### src/rtl/ila_pretrig_core.sv
// ila_pretrig_core
// Single-clock logic-analyser capture core with a programmable pre-trigger
// depth, an arm/abort capture state machine and trigger-relative read-back.
//
// Optional build macro: IOB_ILA_TIMESTAMP_EN
//   defined   -> a TIMESTAMP_W counter (cleared on arm_i) is stored in the
//                LSBs of every sample; signal_i sits above it.
//   undefined -> only signal_i is stored, no counter exists.
//
// Ports:
//   clk_i, rst_i      clock, synchronous active-high reset (beats cke_i)
//   cke_i             clock enable, low freezes every register
//   signal_i          probed signals (registered once before storage)
//   trigger_i         raw triggers (registered alongside signal_i)
//   trigger_mask_i    1 = bit takes part in the trigger reduction
//   trigger_type_i    0 = level, 1 = rising edge
//   negate_trigger_i  inverts a trigger bit before level/edge logic
//   reduce_and_i      0 = OR-reduce, 1 = AND-reduce of the active bits
//   arm_i, abort_i    restart capture / return to idle (abort wins)
//   pretrig_i         samples kept before the trigger sample
//   index_i           logical read index, 0 = oldest sample
//   value_select_i    DATA_W slice of the stored word
//   value_o           read data, two cycles after index_i/value_select_i
//   state_o           0 IDLE, 1 PRE, 2 WAIT, 3 POST/DONE
//   done_o            capture complete
//   n_samples_o       written samples, saturating at DEPTH
//   trigger_pos_o     physical address of the trigger sample
module ila_pretrig_core #(
    parameter int DATA_W      = 32,
    parameter int SIGNAL_W    = 64,
    parameter int TRIGGER_W   = 4,
    parameter int BUFFER_W    = 4,
    parameter int SEL_W       = 4,
    parameter int TIMESTAMP_W = 16
) (
    input  logic                 clk_i,
    input  logic                 rst_i,
    input  logic                 cke_i,
    input  logic [SIGNAL_W-1:0]  signal_i,
    input  logic [TRIGGER_W-1:0] trigger_i,
    input  logic [TRIGGER_W-1:0] trigger_mask_i,
    input  logic [TRIGGER_W-1:0] trigger_type_i,
    input  logic [TRIGGER_W-1:0] negate_trigger_i,
    input  logic                 reduce_and_i,
    input  logic                 arm_i,
    input  logic                 abort_i,
    input  logic [BUFFER_W-1:0]  pretrig_i,
    input  logic [BUFFER_W-1:0]  index_i,
    input  logic [SEL_W-1:0]     value_select_i,
    output logic [DATA_W-1:0]    value_o,
    output logic [1:0]           state_o,
    output logic                 done_o,
    output logic [BUFFER_W:0]    n_samples_o,
    output logic [BUFFER_W-1:0]  trigger_pos_o
);

    localparam int DEPTH = 1 << BUFFER_W;
`ifdef IOB_ILA_TIMESTAMP_EN
    localparam int STORED_W = SIGNAL_W + TIMESTAMP_W;
`else
    localparam int STORED_W = SIGNAL_W;
`endif
    localparam int NSLICE = (STORED_W + DATA_W - 1) / DATA_W;
    localparam int PAD_W  = NSLICE * DATA_W;
    localparam logic [BUFFER_W:0] DEPTH_C = (BUFFER_W + 1)'(DEPTH);

    // Low two bits are the software-visible state code; DONE shares code 3
    // with POST and is told apart by done_o.
    typedef enum logic [2:0] {
        S_IDLE = 3'b000,
        S_PRE  = 3'b001,
        S_WAIT = 3'b010,
        S_POST = 3'b011,
        S_DONE = 3'b111
    } state_t;

    state_t                state;
    logic [SIGNAL_W-1:0]   sig_r;
    logic [TRIGGER_W-1:0]  trig_r;
    logic [TRIGGER_W-1:0]  v_prev;
    logic [BUFFER_W-1:0]   pretrig_l;
    logic [BUFFER_W-1:0]   wr_ptr;
    logic [BUFFER_W:0]     cnt;
    logic [BUFFER_W:0]     post;
    logic [BUFFER_W-1:0]   trig_pos;
    logic                  done;

    logic [STORED_W-1:0]   mem [DEPTH];
    logic [STORED_W-1:0]   wr_data;
    logic                  wr_en;
    logic [STORED_W-1:0]   rd_word;
    logic [SEL_W-1:0]      sel_r;
    logic [DATA_W-1:0]     value;
    logic [BUFFER_W-1:0]   rd_addr;
    logic [PAD_W-1:0]      padded;
    logic [DATA_W-1:0]     slice_val;

    logic [TRIGGER_W-1:0]  v;
    logic [TRIGGER_W-1:0]  active;
    logic                  hit;
    logic [BUFFER_W:0]     post_tgt;

    // Trigger qualification runs on the registered copy so the trigger and
    // the sample written in the same cycle belong together.
    assign v      = trig_r ^ negate_trigger_i;
    assign active = (trigger_type_i & v & ~v_prev) | (~trigger_type_i & v);
    always_comb begin
        hit = 1'b0;
        if (|trigger_mask_i)
            hit = reduce_and_i ? &(active | ~trigger_mask_i)
                               : |(active & trigger_mask_i);
    end

    // Samples from the trigger onwards (trigger sample included).
    assign post_tgt = DEPTH_C - {1'b0, pretrig_l};

`ifdef IOB_ILA_TIMESTAMP_EN
    logic [TIMESTAMP_W-1:0] ts;
    always_ff @(posedge clk_i) begin
        if (rst_i)
            ts <= '0;
        else if (cke_i)
            ts <= arm_i ? '0 : ts + 1'b1;
    end
    assign wr_data = {sig_r, ts};
`else
    assign wr_data = sig_r;
`endif

    assign wr_en = cke_i && !rst_i &&
                   (state == S_PRE || state == S_WAIT || state == S_POST);

    always_ff @(posedge clk_i) begin
        if (wr_en)
            mem[wr_ptr] <= wr_data;
    end

    always_ff @(posedge clk_i) begin
        if (rst_i) begin
            state     <= S_IDLE;
            sig_r     <= '0;
            trig_r    <= '0;
            v_prev    <= '0;
            pretrig_l <= '0;
            wr_ptr    <= '0;
            cnt       <= '0;
            post      <= '0;
            trig_pos  <= '0;
            done      <= 1'b0;
        end else if (cke_i) begin
            sig_r  <= signal_i;
            trig_r <= trigger_i;
            v_prev <= v;
            if (abort_i) begin
                state <= S_IDLE;
                done  <= 1'b0;
            end else if (arm_i) begin
                pretrig_l <= pretrig_i;
                wr_ptr    <= '0;
                cnt       <= '0;
                post      <= '0;
                done      <= 1'b0;
                state     <= (pretrig_i == '0) ? S_WAIT : S_PRE;
            end else begin
                case (state)
                    S_PRE: begin
                        wr_ptr <= wr_ptr + 1'b1;
                        cnt    <= cnt + 1'b1;
                        if (cnt + 1'b1 == {1'b0, pretrig_l})
                            state <= S_WAIT;
                    end
                    S_WAIT: begin
                        wr_ptr <= wr_ptr + 1'b1;
                        if (cnt != DEPTH_C)
                            cnt <= cnt + 1'b1;
                        if (hit) begin
                            trig_pos <= wr_ptr;
                            post     <= (BUFFER_W + 1)'(1);
                            if (post_tgt == (BUFFER_W + 1)'(1)) begin
                                state <= S_DONE;
                                done  <= 1'b1;
                            end else begin
                                state <= S_POST;
                            end
                        end
                    end
                    S_POST: begin
                        wr_ptr <= wr_ptr + 1'b1;
                        if (cnt != DEPTH_C)
                            cnt <= cnt + 1'b1;
                        post <= post + 1'b1;
                        if (post + 1'b1 == post_tgt) begin
                            state <= S_DONE;
                            done  <= 1'b1;
                        end
                    end
                    default: ;
                endcase
            end
        end
    end

    // Once done, index 0 maps to the oldest kept pre-trigger sample.
    assign rd_addr = (state == S_DONE) ? (trig_pos - pretrig_l + index_i)
                                       : index_i;
    assign padded  = PAD_W'(rd_word);

    always_comb begin
        slice_val = '0;
        for (int s = 0; s < NSLICE; s++)
            if (sel_r == SEL_W'(s))
                slice_val = padded[s*DATA_W +: DATA_W];
    end

    // RAM read register, then slice-select output register.
    always_ff @(posedge clk_i) begin
        if (rst_i) begin
            rd_word <= '0;
            sel_r   <= '0;
            value   <= '0;
        end else if (cke_i) begin
            rd_word <= mem[rd_addr];
            sel_r   <= value_select_i;
            value   <= slice_val;
        end
    end

    assign value_o       = value;
    assign state_o       = state[1:0];
    assign done_o        = done;
    assign n_samples_o   = cnt;
    assign trigger_pos_o = trig_pos;

endmodule

### config.mk
export PLATFORM = sky130hd
export DESIGN_NAME = ila_pretrig_core
export DESIGN_NICKNAME = d
export VERILOG_FILES = /design/src/rtl/ila_pretrig_core.sv
export SDC_FILE = /design/constraint.sdc
export NUM_CORES = 2
export LEC_CHECK = 0
export ABC_AREA = 1
export BUFFER_PORTS_ARGS = -buffer_cell sky130_fd_sc_hd__buf_2
export CAP_MARGIN = 20
export CORE_AREA = 2 2 335 337
export DETAILED_ROUTE_END_ITERATION = 6
export DIE_AREA = 0 0 337 339
export PLACE_DENSITY = 0.66
export SLEW_MARGIN = 0
export SYNTH_ARGS = -nofsm -noshare
export SYNTH_HDL_FRONTEND = slang
export SYNTH_SLANG_ARGS = --single-unit
### constraint.sdc
create_clock -name clk_i -period 4.8 [get_ports clk_i]
set_clock_uncertainty 0.15 [all_clocks]
set_input_delay 0.48 -clock clk_i [delete_from_list [all_inputs] [get_ports clk_i]]
set_output_delay 0.48 -clock clk_i [all_outputs]
set_load 0.05 [all_outputs]
==> results of run 1 <==
-- synth_stat cells --
cell type,number
ha_1,13
xnor2_1,3
o21ai_1,1
clkinv_1,2
a31oi_1,2
xor2_1,3
buf_1,12
o211ai_1,4
o221ai_1,32
dfxtp_1,198
nand4_1,9
inv_2,3
inv_4,1
or2_2,2
buf_6,3
nor4_1,1
nand2_1,1454
nand3_2,1
nor3_1,6
nand2_2,2
o21ai_2,1
inv_1,227
nand3b_1,2
a21oi_1,88
a21boi_0,1
fa_1,3
buf_4,28
buf_2,126
nor2_1,231
clkbuf_1,108
o21ai_0,124
edfxtp_1,1024
a211oi_1,5
nand3_1,853
-- registers in the layout, indices dropped and copies added, names as in the netlist, 3 cells and up --
name           flops
state              3
mem             1024
trigger_pos_o      4
sel_r              4
trig_r             4
n_samples_o        5
post               5
sig_r             64
pretrig_l          4
wr_ptr             4
value_o           32
padded            64
v_prev             4
-- power by group through the flow --
stage               Clock, W  Combinational (W)  Sequential [W]
floorplan                  0           0.000958          0.0121
global placement           0            0.00145          0.0121
global route         0.00966            0.00170          0.0119
CTS                  0.00925            0.00153          0.0119
detailed placement         0            0.00147          0.0121
finish               0.00915            0.00154          0.0119
-- worst paths after layout --
path                                               startpoint                 endpoint  slack, ns  cells past startpoint
worst max-delay path            trigger_pos_o[0]$_SDFFE_PP0P_  padded[39]$_SDFFE_PP0P_       1.22                     15
worst min-delay path                      negate_trigger_i[3]   v_prev[3]$_SDFFE_PP0P_       0.05                      6
worst max register to register  trigger_pos_o[0]$_SDFFE_PP0P_  padded[39]$_SDFFE_PP0P_       1.22                     15
worst min register to register            done_o$_SDFFE_PP0P_      done_o$_SDFFE_PP0P_       0.30                      2
-- worst reg2reg max path: cells and delay by family, from the launching register on --
kind	cells	cell delay, ns
flops	1	0.37
compound gates	1	0.34
fa+ha+maj	3	1.05
simple gates	6	0.88
buf+inv	5	0.70
-- area by class of cell --
cell class              instances  area, um^2  area share, %
well taps                    1488        1860           3.30
diodes                          1        2.50        0.00443
multi-input cells            2841       12600           22.4
clock buffers                 187        3550           6.29
flip-flops and latches       1222       34700           61.5
repair buffers                294        2510           4.44
clock inverters                37         283          0.501
inverters                     233         912           1.62
-- what timing repair did --
action / 4_1_cts / 5_1_grt
setup endpoints to repair: 0 / 0
hold endpoints to repair: 76 / 0
resized for setup: 0 / 0
buffers inserted: 0 / 0
hold buffers: 76 / 0
-- layer usage --
layer | up-vias | wire length (um) | GRT usage [%]
met2 | 1415 | 62500 | 37.4
li1 | 15936 | - | -
met3 | 226 | 10200 | 3.14
met5 | - | 0 | 0
met1 | 16517 | 55500 | 31.7
met4 | 0 | 3330 | 6.16
-- logic make-up (layout without fill, tap and decap cells) --
logic type                 after synthesis  in the layout
AOI/OAI and AO/OA                      258            258
xor gates and xnor gates                 6              6
adders and majority gates               16             16
buffers and inverters                  510            751
DFF                                   1222           1222
other                                    0              1
and+or+nand+nor                       2561           2561
-- metrics by stage --
| step | util, % | cell area, um^2 |
|---|---|---|
| floorplan | - | 49400 |
| global placement | 46.9 | 51800 |
| detailed placement | 47.0 | 51900 |
| CTS | 51.1 | 56400 |
| global route | 51.1 | 56400 |
| finish | 51.2 | 56500 |
==> reports/qor.yml, run 1 <==
status: "finished clean"
final_antenna_net_count: 0
power.clock.fraction_pct: 40.5
cts_num_sinks: 1222
max_clock_freq_mhz: 279
drive_gt1_share_pct: 8.79
synth_cells: 4573
first_pass_iters: 6
clk_path_buf_depth: 3
wl_um: 132000
synth_top_family_by_area: "simple AND/OR/NAND/NOR gates"
die_height_um: 339
fillers: 9537
family_with_the_most_delay_on_the_worst_path: "adder cells"
final-max-slew-violation-count: 0
most_common_cell_after_layout_fill_and_taps_aside: "nand2_1"
critPathMostFrequentCell: "inv_1"
total_clock_buffers_created_by_cts: 119
buffers_on_ports: 141
fin_worst_hold_slack_ns: 0.0462
power_switching_share_pct: 23.1
tritoncts: "built"
netSwitchingPower_w: 0.00521
grt_pass1_vias: 32623
gp_congestion: 0.800
comb_power_share_pct: 6.8
layout.nets: 4825
placement.setup.worst_slack_ns: 0.977
synth-simple-area-share_pct: 21.7
finalCritPeriodShare_pct: 74.7
muxShareOfSynthArea_pct: 0
htree_num_levels: 3
setup_viol: 0
cap_violations: 0
power_density_mw_per_mm2: 400
cts_root_buf: "clkbuf_16"
worst_slew_margin_relative_to_its_limit_pct: 23.4
largest_net_degree_at_the_start_of_global_routing: 149
die_w_um: 337
globalRouteOverflowTotal: 0
sequential_area_share_after_synthesis_pct: 70.3
initial_core_utilization_pct: 44.7
yosysTopAreaCell: "edfxtp_1"
area.growth.synth_to_final_pct: 14.3
grt_pass1_wl_um: 198000
worst-setup-path-type: "flop to flop"
synth-adder-area-share_pct: 0.451
worst-path-buf-inv: 5
tns_ns: 0
post_synth.cell_area_avg_um2: 10.8
worstMarginPinSlew_ns: 1.15
worst_skew_pair.late_latency_ns: 0.70
total_leakage_power_nw: 21.8
numPlacedInstances: 6002
boundaryPins: 142
global_route.usage.total_pct: 22.7
ys_top_cells_by_area: "edfxtp_1, nand2_1, nand3_1, dfxtp_1, nor2_1"
synth-xor-area-share_pct: 0.106
number_of_antenna_violations_at_the_first_check_in_global_routing: 1
grt_setup_unrepaired: "false"
clkTransAtPathRegs_ns: 0.06
routedWlPerCell_um: 20.9
seq_power_share_pct: 52.7
finish.cell_count_without_fillers: 6303
highest_fanout_seen_on_the_critical_path: 123
cell_internal_power_dissipation_w: 0.0174
cp-end-kind: "flop"
full_die_area_mm2: 0.114
core.rowCount: 122
synth_cell_type_count: 34
synth.cell_area_mm2: 0.0494
routed-via-count: 34094
cpMaxStageDelayCell: "fa_1"
synth_compound_area_share_pct: 2.92
critical_path_source_type: "flop"
register_bit_total_from_synthesis: 1222
report.final.hold_viol_count: 0
detail_route.vias_per_cell: 5.41
route.detailed.drc: 0
crit_path_cell_chain: "inv_1 -> ha_1 -> inv_1 -> ha_1 -> fa_1 -> inv_1 -> o21ai_4 -> buf_12 -> nand3_1 -> nand3_1 -> nand2_1 -> nand2_1 -> nand3_1 -> nand2_1 -> inv_1"
ir_drop_v: 0.000292
setup_slack_of_the_critical_path_after_layout_ns: 1.22
synth_nets: 4687
detailedPlacementHpwl_um: 65200
cp_data_arrival_time_ns: 4.02
fin_crit_ns: 3.58
synth_top_cell_area_share_pct: 62.3
synth-warning-count: 0
placeableCoreArea_mm2: 0.110
commonest_cells_after_routing_fill_and_taps_aside: "nand2_1, edfxtp_1, nand3_1"
total_power_w: 0.0226
critical_path_required_ns: 5.24
hold_path_class: "primary input to flop"
detailedRoute.firstIterationViolations: 3521
cp_slowest_stage_delay_ns: 0.56
Power figures use the tool's default switching activity.
==> run 2: changes to the inputs <==
- ABC_AREA: 1 -> 0
- CORE_AREA: 2 2 335 337 -> 2 2 324 326
- DIE_AREA: 0 0 337 339 -> 0 0 326 328
- clock period: 4.8 -> 3.15 ns (I/O delays scaled with it)
==> reports/qor.yml, run 2 <==
global_route.usage.total_pct: 21.7
grt_pass1_vias: 25528
largest-register: "mem"
number_of_antenna_violations_at_the_first_check_in_global_routing: 4
synth_nets: 2496
hold_path_class: "primary input to flop"
most_common_cell_after_layout_fill_and_taps_aside: "edfxtp_1"
synth_cells: 2382
core.rowCount: 118
cell_internal_power_dissipation_w: 0.0271
clk_path_buf_depth: 3
critical_path_required_ns: 3.52
ys_async_sr_fraction_pct: 0
synthMostInstantiatedCell: "edfxtp_1"
critical_path.startpoint: "trigger_pos_o[1]$_SDFFE_PP0P_"
final-max-slew-violation-count: 0
highest_fanout_seen_on_the_critical_path: 8
cts_root_buf: "clkbuf_16"
worstReg2RegEnd: "padded[56]$_SDFFE_PP0P_"
cp_data_arrival_time_ns: 3.59
finalCritPeriodShare_pct: 102
commonest_cells_after_routing_fill_and_taps_aside: "edfxtp_1, mux4_2, nor2_1"
routedWlPerCell_um: 27.3
detailedRoute.firstIterationViolations: 2730
synth_top_flop_cell: "edfxtp_1"
fin_worst_hold_slack_ns: 0.0608
tritoncts: "built"
boundaryPins: 142
grt_setup_unrepaired: "true"
synth_edf_count: 1024
placeableCoreArea_mm2: 0.103
setup_slack_of_the_critical_path_after_layout_ns: -0.0726
setup.reg_to_reg.worst_slack_ns: -0.07
full_die_area_mm2: 0.107
register_bit_total_from_synthesis: 1222
detail_route.vias_per_cell: 5.85
routed-via-count: 25023
total_clock_buffers_created_by_cts: 120
ir_drop_v: 0.000496
synth_top_cell_area_share_pct: 66.5
die_height_um: 328
buffers_on_ports: 141
synth.cell_area_mm2: 0.0462
initial_core_utilization_pct: 44.8
detailedPlacementHpwl_um: 60800
first_pass_iters: 5
synth.top_cells.by_count: "edfxtp_1, mux4_2, nor2_1"
placement.setup.worst_slack_ns: -0.410
power.clock.fraction_pct: 41.8
seq_power_share_pct: 52.0
yosysTopAreaCell: "edfxtp_1"
layout.nets: 2904
gp_congestion: 0.783
total_leakage_power_nw: 19.0
status: "complete, but fails checks"
area.growth.synth_to_final_pct: 23.3
fin_crit_ns: 3.22
drive_gt1_share_pct: 32.6
die_w_um: 326
synth-warning-count: 0
netSwitchingPower_w: 0.00746
comb_power_share_pct: 6.1
worst_skew_pair.late_latency_ns: 0.72
largest_net_degree_at_the_start_of_global_routing: 147
largest_register_ffs: 1024
power_switching_share_pct: 21.6
setup_viol: 33
globalRouteOverflowTotal: 0
cp-end-kind: "flop"
grt_pass1_wl_um: 170000
synth_cell_type_count: 55
critical_path_source_type: "flop"
report.final.hold_viol_count: 0
cts_num_sinks: 1222
final_antenna_net_count: 0
rr_worst_depth: 13
critical_path.reg2reg.startpoint: "trigger_pos_o[1]$_SDFFE_PP0P_"
ys_top_cells_by_area: "edfxtp_1, mux4_2, dfxtp_1, a22oi_1, mux2i_1"
critical_path.endpoint: "padded[56]$_SDFFE_PP0P_"
worstMarginPinSlew_ns: 0.969
max_clock_freq_mhz: 310
htree_num_levels: 3
worst-setup-path-type: "flop to flop"
cap_violations: 0
failing_checks: "negative setup slack"
clkTransAtPathRegs_ns: 0.06
wl_um: 117000
route.detailed.drc: 0
worst_slew_margin_relative_to_its_limit_pct: 35.4
power_density_mw_per_mm2: 607
post_synth.cell_area_avg_um2: 19.4
sequential_area_share_after_synthesis_pct: 75.1
run 2: cell count changes in the layout (fill, tap and decap cells not counted), sizes merged, moves of 28 or more:
cell,delta
inv,-211
mux2i,+89
buf,+108
a211oi,+28
a311oi,+64
nand2,-1434
a21oi,-76
nand3,-839
a22oi,+159
o21ai,-116
o221ai,-32
mux4,+254
run 2: how the worst min path moves through the flow:
| stage | start | to | slack [ns] | depth (start not counted) |
|---|---|---|---|---|
| 2_1_floorplan | pretrig_i[1] | pretrig_l[1]$_SDFFE_PP0P_ | 0.30 | 2 |
| 3_3_place_gp | value_o[6]$_SDFFE_PP0P_ | value_o[6]$_SDFFE_PP0P_ | 0.32 | 2 |
| 3_5_place_dp | value_o[11]$_SDFFE_PP0P_ | value_o[11]$_SDFFE_PP0P_ | 0.33 | 2 |
| 4_1_cts | index_i[3] | padded[52]$_SDFFE_PP0P_ | 0.01 | 4 |
| 5_1_grt | index_i[3] | padded[52]$_SDFFE_PP0P_ | 0.07 | 4 |
| 6_report | index_i[3] | padded[52]$_SDFFE_PP0P_ | 0.06 | 4 |
run 2: logic make-up (layout without fill, tap and decap cells):
group | after synthesis | count (layout) | synth area share [%]
other | 0 | 2 | 0
AO/OA/AOI/OAI | 308 | 309 | 5.11
XOR/XNOR | 26 | 26 | 0.558
AND/OR/NAND/NOR | 295 | 295 | 2.64
flip-flops | 1222 | 1222 | 75.1
adder cells (fa/ha/maj) | 16 | 16 | 0.482
multiplexers | 344 | 344 | 14.4
buffers and inverters | 171 | 685 | 1.75
run 2: cell type report:
class                      count  area, um^2
fill                        7723       46200
sequential                  1222       34700
multi-input combinational    990       11600
clock inverter                75         724
antenna                        2        5.00
timing repair buffer         433        4850
clock buffer                 154        3320
inverter                      23        86.3
tap                         1380        1730
run 2: worst max-delay path, cell delays in order (launching register included):
cell      delay [ns]
dfxtp_2         0.33
inv_2           0.04
fa_1            0.51
inv_2           0.07
fa_2            0.40
xor2_2          0.17
mux2i_4         0.17
buf_6           0.15
buf_12          0.11
buf_16          0.15
buf_4           0.14
mux4_2          0.31
a22oi_2         0.20
a311oi_1        0.13
run 2: power by group through the flow:
stage	logic, W	clock network [W]	registers, W
CTS	0.00206	0.0147	0.0180
detailed placement	0.00167	0	0.0183
global route	0.00226	0.0153	0.0180
global placement	0.00164	0	0.0183
finish	0.00213	0.0145	0.0180
floorplan	0.00101	0	0.0183
run 2: routing by layer:
| metal | track usage [%] | part of all wire (%) | up-vias |
|---|---|---|---|
| li1 | - | - | 10627 |
| met1 | 29.9 | 40 | 13154 |
| met2 | 35.9 | 50 | 1077 |
| met3 | 3.60 | 7.9 | 163 |
| met4 | 5.85 | 2.2 | 2 |
| met5 | 0 | 0.011 | - |
run 2: through the flow:
stage,area (um^2),utilization [%],setup TNS [ns],power [W],instances
5_1_grt,57000,55.3,-5.94,0.0356,4279
6_report,57000,55.3,-0.885,0.0346,4279
2_1_floorplan,46300,-,-1012.28,0.0193,2382
4_1_cts,56600,54.8,-3.28,0.0348,4263
3_5_place_dp,50000,48.4,-18.46,0.0200,3883
3_3_place_gp,50000,48.4,-17.42,0.0199,3883
run 2: timing repair:
action                                  4_1_cts  5_1_grt
resized for setup                           141       67
pin swaps                                    86       64
endpoints found under the setup margin       64       64
endpoints found under the hold margin       101        0
gates cloned                                 23        6
hold buffers                                101        0
setup buffers                                29       17
